**src/rtl/piso_serializer.sv**
```systemverilog
// Parallel-in serial-out stage: accepts a WIDTH-bit word over valid/ready and emits it
// one bit per clock, with back-to-back words joined seamlessly on the last-bit cycle.
module piso_serializer #(
  parameter int unsigned WIDTH     = 4,
  parameter int unsigned MSB_FIRST = 1
) (
  input  logic             clk,
  input  logic             rst,
  input  logic [WIDTH-1:0] data_in,
  input  logic             load_valid,
  output logic             load_ready,
  output logic             dout,
  output logic             dout_valid,
  output logic             last,
  output logic             busy
);

  localparam int unsigned CntW = (WIDTH > 2) ? $clog2(WIDTH) : 1;
  localparam logic [CntW-1:0] LastCnt = CntW'(WIDTH - 1);

  typedef enum logic {
    StIdle,
    StShift
  } state_e;

  state_e            state_q, state_d;
  logic [WIDTH-1:0]  sreg_q, sreg_d;
  logic [CntW-1:0]   bit_cnt_q, bit_cnt_d;
  logic              in_shift;
  logic              at_end;
  logic              accept;

  always_comb begin
    state_d   = state_q;
    sreg_d    = sreg_q;
    bit_cnt_d = bit_cnt_q;

    in_shift   = (state_q == StShift);
    at_end     = in_shift && (bit_cnt_q == LastCnt);
    load_ready = !rst && ((state_q == StIdle) || at_end);
    accept     = load_valid && load_ready;

    case (state_q)
      StIdle: begin
        if (accept) begin
          state_d   = StShift;
          sreg_d    = data_in;
          bit_cnt_d = '0;
        end
      end
      StShift: begin
        if (accept) begin
          // Reload on the last-bit cycle so the next word follows with no gap.
          sreg_d    = data_in;
          bit_cnt_d = '0;
        end else if (at_end) begin
          state_d   = StIdle;
          sreg_d    = '0;
          bit_cnt_d = '0;
        end else begin
          if (MSB_FIRST != 0) begin
            sreg_d = {sreg_q[WIDTH-2:0], 1'b0};
          end else begin
            sreg_d = {1'b0, sreg_q[WIDTH-1:1]};
          end
          bit_cnt_d = bit_cnt_q + 1'b1;
        end
      end
      default: begin
        state_d   = StIdle;
        sreg_d    = '0;
        bit_cnt_d = '0;
      end
    endcase

    dout       = in_shift && ((MSB_FIRST != 0) ? sreg_q[WIDTH-1] : sreg_q[0]);
    dout_valid = in_shift;
    busy       = in_shift;
    last       = at_end;
  end

  always_ff @(posedge clk) begin
    if (rst) begin
      state_q   <= StIdle;
      sreg_q    <= '0;
      bit_cnt_q <= '0;
    end else begin
      state_q   <= state_d;
      sreg_q    <= sreg_d;
      bit_cnt_q <= bit_cnt_d;
    end
  end

endmodule

```
**config.mk**
```make
export PLATFORM = sky130hd
export DESIGN_NAME = piso_serializer
export DESIGN_NICKNAME = d
export VERILOG_FILES = /design/src/rtl/piso_serializer.sv
export SDC_FILE = /design/constraint.sdc
export NUM_CORES = 1
export LEC_CHECK = 0
export CAP_MARGIN = 25
export CORE_AREA = 2 2 39 41
export CTS_BUF_LIST = sky130_fd_sc_hd__clkbuf_4 sky130_fd_sc_hd__clkbuf_8
export DETAILED_ROUTE_END_ITERATION = 7
export DIE_AREA = 0 0 41 43
export GPL_TIMING_DRIVEN = 0
export PLACE_DENSITY = 0.57
export SYNTH_ARGS = -nofsm -noshare
export SYNTH_HDL_FRONTEND = slang
export SYNTH_SLANG_ARGS = --single-unit
```
**constraint.sdc**
```tcl
create_clock -name clk -period 1.3 [get_ports clk]
set_input_delay 0.325 -clock clk [delete_from_list [all_inputs] [get_ports clk]]
set_output_delay 0.325 -clock clk [all_outputs]
set_load 0.02 [all_outputs]
```
# [After elaboration in Yosys (flattened, before gate mapping)]
# Index checks and enable logic that the tools add are counted.
[totals] register_bits=7 in_bits=7 output_inout_bits=5 wordCells=25
[op_classes] addsub=1 eq_ne=2 mux=12 n_bitwise=1 n_reduce_logical=6
[ops] operator="$mux 4" n=3
[ops] operator="$pmux 4 s2" n=1
[ops] operator="$mux 2" n=3
[ops] operator="$logic_and 1x1->1" n=4
[ops] operator="$pmux 2 s2" n=1
[ops] operator="$mux 1" n=3
[ops] operator="$add 2x1->2 const B" n=1
[ops] operator="$eq 2x2->1 const B" n=1
[ops] operator="$ne 2x2->1 const B" n=1
[ops] operator="$pmux 1 s2" n=1
[ops] operator="$logic_not 1->1" n=1
[ops] operator="$logic_or 1x1->1" n=1
[ops] operator="$not 1->1" n=1

# [Logic depth before layout (Yosys ltp)]
# Gate-level depths: netlist (run 1).
[logic_depth] word_depth=7 ltp_mapped=4

# [Worst setup path after synthesis (run 1)]
# No wires, ideal clock.
[synth_path] kind="reg-to-output" start="register bit_cnt_q[0]" end="output load_ready" arrival_ns=1.008 required_ns=0.975 path_slack_ns=-0.033 stages_incl_launch_ff=4 cell_sequence="dfxtp_1 > ha_1 > and2b_4 > nor2_1"
[synth_via] elab_chain_len=4
[synth_rtl] item="from (decl)" line="28" rtl="logic [CntW-1:0] bit_cnt_q, bit_cnt_d;"
[synth_rtl] item="from (signal assigned)" line="90" rtl="bit_cnt_q <= bit_cnt_d;"
[synth_rtl] item="$eq 2x2->1" line="39" rtl="at_end = in_shift && (bit_cnt_q == LastCnt);"
[synth_rtl] item="$logic_and 1x1->1" line="39"
[synth_rtl] item="$logic_or 1x1->1" line="40" rtl="load_ready = !rst && ((state_q == StIdle) || at_end);"
[synth_rtl] item="$logic_and 1x1->1" line="40"
[synth_rtl] item="to (decl)" line="11" rtl="output logic load_ready,"
# Every way passes these cells.

# [Worst setup path in the final report (run 1)]
# Ends and elaborated chain as after synthesis.

==> impl_summary.md, run 1 <==
Worst setup path
The startpoint class of the critical path is a flop. The number of gates on the worst path with buffers counted is 4. The highest net fanout along the worst path is 2.

The destination of the worst register-to-register timing path is sreg_q[3]. STA classifies the critical path endpoint as an output port. The delay of the slowest critical-path stage is 0.33 ns. Tracing the worst setup path back leads to its startpoint at bit_cnt_q[0]. The cell family with the largest share of critical-path delay is flip-flops. The depth of the worst register-to-register path is 6. The cell at the slowest stage of the critical path is sky130_fd_sc_hd__dfxtp_2. The number of buffer and inverter instances along the worst setup path is 1. The most critical setup path has its endpoint at load_ready. The type of the worst setup path is reg -> out. At the worst endpoint, the arrival time is 1.15 ns.

The setup check on the worst reg-to-reg path leaves a slack of -0.14 ns. The signal on the critical path passes through ha_4, and2b_4, nor2_2, buf_6. The critical path data required time is 0.98 ns.

The start of the worst register-to-register path is bit_cnt_q[0].

Timing
Setup repair after global routing could not meet its margin everywhere. The maximum operating frequency is 676 MHz. The number of slew-limit violations in the final report was 0. At the pin with the least slew margin, the transition time is 0.247 ns. Counting I/O delays and the setup requirement, the final critical path takes 1.48 ns. The relative slew slack is 0.833. The post-layout worst setup margin is -0.179 ns. The total count of hold-check failures in the final report was 0. After routing, the total negative slack on setup checks comes to -0.680 ns. The worst clock skew on the final layout is 0.000758 ns.

The total setup violations reported at the end of the flow is 5. The post-route clock period utilization is 1.14.

Drt
The total wirelength of the detailed-routed design is 794 microns. The number of detailed-route iterations in the first pass is 3. The detail route stage leaves a number of antenna-violating nets equal to 0.

The final route contains 329 vias. The remaining routing DRC violations is 0. Using the TritonRoute via totals, the vias-per-cell ratio works out to 4.63. The mean routed wirelength per cell is 11.2 microns. The first routing iteration left 2 violations.

Placed design
The HPWL reported at the end of detailed placement is 490 microns. The global placer's final weighted congestion is 0.650. Input and output buffers added on the ports amount to 9. Before CTS, the worst setup slack after placement is -0.473 ns.

Flow run
The tool flagged a number of max-cap violations equal to 0.

Clock network
The number of levels the H-tree was split into is 1. The number of sinks on the clock net is 7. The clock reaches the later pin of the worst-skew pair after 0.25 ns. The number of buffers on the longest clock path is 2. The CTS tree is done.

The count of hold buffers inserted by post-cts repair is 0. The clock slew seen by the registers of the worst setup and hold paths is 0.05 ns. The number of buffers added by the clock tree synthesis step is 3. The tree is rooted in a sky130_fd_sc_hd__clkbuf_4.

Synthesis
The cell count after synthesis is 36. Counting flops and latches in the post-synthesis netlist gives 7. The post-synth net total is 44.

The number of distinct library cells after synthesis is 18. The post-synthesis instance area is 343 sq um. Dividing the synthesized area by the synthesized cell count gives 9.52 sq um.

The count of synthesis-stage warnings from yosys is 0. The fraction of the yosys area taken by sequential cells is 0.409.

Global route
The global-route wire length before repair is 1.23 mm. The via count of the first global-routing pass is 287. The number of antenna violations at the first check in global routing is 0. The maximum number of pins on one net before global-route repair is 11. In the global route stage, overall resource usage came out at 0.106. The remaining global-route overflow is 0.

Power and ir drop
Power spread over the standard cell area amounts to 1030 mW/mm^2. For this design the static power due to leakage is 0.242 nW. The peak ir drop on the vdd network is 0.345 mV.

Cells and area
The count of antenna diodes in the layout is 0. The commonest non-fill, non-tap cell in the layout is sky130_fd_sc_hd__buf_4. In the layout the commonest cells are 6 x sky130_fd_sc_hd__buf_4, 5 x sky130_fd_sc_hd__nor2_1, 4 x sky130_fd_sc_hd__clkbuf_4, 4 x sky130_fd_sc_hd__clkdlybuf4s50_1, 4 x sky130_fd_sc_hd__dfxtp_1. The post-layout net count is 64. The footprint of the flip-flops and latches is 146 sq um. The growth of design area from synthesis to finish is 60.9%.

The filler cell count is 148. In the final layout, the share of cells above drive strength 1 is 0.491. The area of the multi-input gates is 211 sq um. For this run, the share of the core covered by cells in the final layout is 0.399.

Die
The count of pins on the block boundary is 12. From bottom edge to top edge, the die measures 43 microns. The die outline area is 0.00176 sq mm.

The core footprint is 0.00138 sq mm. The horizontal extent of the die is 41 microns. The initial core utilization is 0.248.

The number of rows created at floorplan is 14.

Outcome
The run finished, with violations left. The checks that failed: setup timing.

Min path
The class of the tightest hold or removal check is in -> reg. The startpoint identified for the worst hold timing path is rst. Counting instances, the worst hold path has a depth of 2.
-- registers in the layout (all words and copies together) (netlist names) --
register / count
sreg_q: 4
bit_cnt_q: 2
busy: 1
-- logic make-up after synthesis --
logic type | Yosys count | synth area share
buffers and inverters | 3 | 0.0511
flip-flops | 7 | 0.409
AND/OR/NAND/NOR | 18 | 0.310
AO/OA/AOI/OAI | 5 | 0.135
multiplexers | 2 | 0.0584
adder cells (fa/ha/maj) | 1 | 0.0365
-- final cells by class --
cell class                 count  area share
buffer                         3      0.0317
clock buffer                   4      0.0544
multi-input combinational     26       0.383
sequential                     7       0.265
tap                           16      0.0363
timing repair buffer          15       0.229
-- worst reg2reg max path, stage by stage, from the launching register on --
cell,delay [ns]
sky130_fd_sc_hd__dfxtp_2,0.33
sky130_fd_sc_hd__ha_4,0.15
sky130_fd_sc_hd__and2b_4,0.25
sky130_fd_sc_hd__buf_4,0.11
sky130_fd_sc_hd__buf_6,0.11
sky130_fd_sc_hd__nor3b_4,0.05
sky130_fd_sc_hd__a221o_1,0.33
-- power breakdown --
group | internal, W | switching (W)
clock network | 0.000138 | 0.0000831
registers | 0.000228 | 0.0000108
logic | 0.0000595 | 0.0000461
total | 0.000426 | 0.000140
-- worst min path at each step --
| stage | slack [ns] | endpoint |
|---|---|---|
| detailed placement | 0.49 | bit_cnt_q[1] |
| global route | 0.42 | sreg_q[0] |
| CTS | 0.38 | busy |
| finish | 0.39 | bit_cnt_q[0] |
| global placement | 0.47 | bit_cnt_q[1] |
| floorplan | 0.46 | bit_cnt_q[1] |
-- per-layer routing --
metal / vias to the layer above / wire length [microns] / global-route usage
li1: 163 / - / -
met1: 155 / 316 / 0.136
met2: 9 / 414 / 0.141
met3: 2 / 49 / 0.0314
met4: 0 / 14 / 0.0800
met5: - / 0 / 0
-- cell usage after synthesis --
cell type                  instances  area [sq um]
sky130_fd_sc_hd__dfxtp_1           7           140
sky130_fd_sc_hd__nor2_1            7          26.3
sky130_fd_sc_hd__a221o_1           3          30.0
sky130_fd_sc_hd__and2_1            3          18.8
sky130_fd_sc_hd__mux2i_1           2          20.0
sky130_fd_sc_hd__nor2b_1           2          12.5
sky130_fd_sc_hd__a32oi_1           1          8.76
sky130_fd_sc_hd__and2b_4           1          10.0
sky130_fd_sc_hd__and3b_1           1          8.76
sky130_fd_sc_hd__buf_2             1          5.00
sky130_fd_sc_hd__buf_4             1          7.51
sky130_fd_sc_hd__clkbuf_2          1          5.00
sky130_fd_sc_hd__ha_1              1          12.5
sky130_fd_sc_hd__nand2_1           1          3.75
sky130_fd_sc_hd__nand3_1           1          5.00
sky130_fd_sc_hd__nor3b_2           1          12.5
sky130_fd_sc_hd__nor4b_1           1          8.76
sky130_fd_sc_hd__o21a_1            1          7.51
-- timing repair --
action / 4_1_cts / 5_1_grt
setup endpoints to repair: 8 / 6
endpoints found under the hold margin: 0 / 0
pin swaps: 1 / 1
cloned: 0 / 0
resized for setup: 29 / 4
buffers inserted: 4 / 2
-- per-stage QoR --
stage          std cells  hold WS, ns  total power [W]  area (sq um)
3_3_place_gp          61        0.471         0.000329           455
3_5_place_dp          61        0.491         0.000330           455
6_report              71        0.390         0.000566           552
4_1_cts               69        0.380         0.000557           529
2_1_floorplan         36        0.458         0.000294           345
5_1_grt               71        0.419         0.000594           552
Power figures use the tool's default switching activity.
==> run 2: changes to the inputs <==
RECOVER_POWER = 50   (was default)
SKIP_LAST_GASP = 1   (was default)
==> impl_summary.md, run 2 (synthesis gave the netlist of run 1 again) <==
Worst setup path
The critical path data required time is 0.98 ns (about the same). The start of the worst register-to-register path is bit_cnt_q[0] (unchanged). The depth of the worst register-to-register path was 6 (unchanged). The arrival time at the worst endpoint is 1.16 ns (was 1.15 ns).

The critical path capture point was load_ready (unchanged). The destination of the worst register-to-register timing path is sreg_q[3] (unchanged). The flop-to-flop setup slack is -0.15 ns (was -0.14 ns).

The highest net fanout along the worst path was 2 (unchanged). The endpoint type of the worst setup path is an output port (unchanged). The startpoint class of the critical path is a flop (unchanged). The type of the worst setup path is reg -> out (unchanged).

The startpoint of the worst setup timing path is bit_cnt_q[0] (unchanged).

Global route
The number of antenna violations at the first check in global routing is 0 (unchanged). The remaining global-route overflow is 0 (unchanged). The global-route wire length before repair is 1.23 mm (unchanged). The via count of the first global-routing pass came to 287 (unchanged). The total global routing track utilization is 0.106 (unchanged). The maximum number of pins on one net before global-route repair came to 11 (unchanged).

Power and ir drop
The power density over cell area is 1030 mW/mm^2 (about the same). The cell leakage power is 0.239 nW (was 0.242 nW). The peak ir drop on the vdd network is 0.347 mV (was 0.345 mV). The overall power after layout is 0.000565 W (was 0.000566 W).

Timing
The maximum operating frequency is 675 MHz (was 676 MHz). The worst clock skew on the final layout is 0.00122 ns (was 0.000758 ns). The total setup violations reported at the end of the flow was 5 (unchanged). The minimum clock period after layout came to 1.48 ns (about the same). The total count of hold-check failures in the final report is 0 (unchanged). The post-route clock period utilization is 1.14 (about the same).

The number of slew-limit violations in the final report is 0 (unchanged). RSZ-0062 raised after global routing: yes (unchanged). The relative slew slack came to 0.829 (was 0.833). The actual slew at the worst max-slew pin is 0.256 ns (was 0.247 ns). The post-layout worst setup margin is -0.181 ns (was -0.179 ns).

Drt
The number of vias in the routed layout is 328 (was 329). The remaining routing DRC violations is 0 (unchanged). The DRC marker count from the first detailed-route iteration is 5 (was 2). The remaining antenna violation count after routing is 0 (unchanged). The number of vias per cell was 4.62 (was 4.63). The mean routed wirelength per cell is 11.2 microns (about the same). The number of detailed-route iterations in the first pass is 3 (unchanged). The total wirelength of the detailed-routed design is 796 microns (was 794 microns).

Clock network
The buffer cell driving the clock tree root is sky130_fd_sc_hd__clkbuf_4 (unchanged). The number of buffers on the longest clock path was 2 (unchanged). The number of sinks on the clock net is 7 (unchanged). The number of buffers added by the clock tree synthesis step was 3 (unchanged). The number of levels the H-tree was split into is 1 (unchanged). The clock slew seen by the registers of the worst setup and hold paths is 0.05 ns (about the same). The count of hold buffers inserted by post-cts repair came to 0 (unchanged).

The clock latency on the worst-skew pair was 0.25 ns (about the same). The CTS tree is done (unchanged).

Die
The initial core utilization came to 0.248 (unchanged). The core footprint is 0.00138 sq mm (unchanged). The horizontal extent of the die is 41 microns (unchanged). The die outline area is 0.00176 sq mm (unchanged). The number of rows created at floorplan is 14 (unchanged).

The count of pins on the block boundary is 12 (unchanged). The vertical extent of the die is 43 microns (unchanged).

Cells and area
Most used cells in the layout excluding fill and tap cells: 6 x sky130_fd_sc_hd__nor2_1, 6 x sky130_fd_sc_hd__buf_4, 4 x sky130_fd_sc_hd__clkbuf_4, 4 x sky130_fd_sc_hd__clkdlybuf4s50_1, 4 x sky130_fd_sc_hd__dfxtp_1 (was 6 x sky130_fd_sc_hd__buf_4, 5 x sky130_fd_sc_hd__nor2_1, 4 x sky130_fd_sc_hd__clkbuf_4, 4 x sky130_fd_sc_hd__clkdlybuf4s50_1, 4 x sky130_fd_sc_hd__dfxtp_1). The number of standard cells in the final layout excluding fillers is 71 (unchanged). The register bank with the most flops is sreg_q (unchanged). The footprint of the flip-flops and latches came to 146 sq um (unchanged). The area of the multi-input gates is 209 sq um (was 211 sq um).

The growth of design area from synthesis to finish is 59.9% (was 60.9%). The count of antenna diodes in the layout is 0 (unchanged). The filler cell count came to 152 (was 148). The share of final-layout standard cells stronger than drive strength 1 is 0.455 (was 0.491). The post-layout net count was 64 (unchanged). The number of flip-flops under the largest register name is 4 (unchanged). The cell area after layout is 548 sq um (was 552 sq um).

Placed design
The global placer's final weighted congestion is 0.650 (unchanged). The number of buffers inserted by port buffering is 9 (unchanged). The post-placement cell area was 455 sq um (unchanged). The number of placed instances, taps included is 61 (unchanged).

The HPWL reported at the end of detailed placement was 490 microns (unchanged).

Min path
The class of the tightest hold or removal check is in -> reg (unchanged).

Outcome
Result of the run: finished with violations (unchanged). Violated checks: setup timing (unchanged).

Flow run
The max-cap check violation count is 0 (unchanged).
run 2: cell type report:
| cell class | instances | share of cell area |
|---|---|---|
| buffer | 3 | 0.0320 |
| clock buffer | 4 | 0.0548 |
| multi-input combinational | 26 | 0.381 |
| sequential | 7 | 0.267 |
| tap | 16 | 0.0365 |
| timing repair buffer | 15 | 0.228 |
run 2: metal layers:
| metal | vias to the layer above | global-route usage | routed length, microns |
|---|---|---|---|
| met5 | - | 0 | 0 |
| met4 | 0 | 0.0800 | 24 |
| met3 | 4 | 0.0314 | 49 |
| met2 | 9 | 0.141 | 391 |
| met1 | 152 | 0.136 | 331 |
| li1 | 163 | - | - |
run 2: repair_timing:
item                                    CTS  global route
cloned                                    0             0
gates resized for setup                  29             3
pin swaps                                 1             1
buffers inserted                          4             2
endpoints found under the setup margin    8             6
run 2: worst min-delay path by stage:
stage	startpoint	endpoint	slack, ns	cells after the start
finish	rst	bit_cnt_q[0]	0.39	2
global route	rst	sreg_q[0]	0.42	2
CTS	rst	busy	0.38	2
global placement	bit_cnt_q[1]	bit_cnt_q[1]	0.47	2
floorplan	bit_cnt_q[1]	bit_cnt_q[1]	0.46	2
detailed placement	bit_cnt_q[1]	bit_cnt_q[1]	0.49	2
run 2: where the power goes:
part	leakage [nW]	internal (W)	switching, W
clock	0.0184	0.000138	0.0000843
sequential	0.0589	0.000228	0.0000111
combinational	0.161	0.0000585	0.0000454
run 2: metrics by stage:
step                      hold slack (ns)  setup TNS [ns]  setup slack (ns)   util
after floorplan                     0.458               0            0.0433      -
after global placement              0.471           -1.44            -0.471  0.329
after detailed placement            0.491           -1.47            -0.473  0.329
after CTS                           0.380          -0.415            -0.176  0.382
after global routing                0.420          -0.890            -0.215  0.396
final                               0.391          -0.686            -0.181  0.396
run 2: worst max-delay path, cell delays in order (launching register included):
cell,delay (ns)
sky130_fd_sc_hd__dfxtp_2,0.33
sky130_fd_sc_hd__ha_4,0.15
sky130_fd_sc_hd__and2b_4,0.25
sky130_fd_sc_hd__nor2_2,0.04
sky130_fd_sc_hd__buf_6,0.13
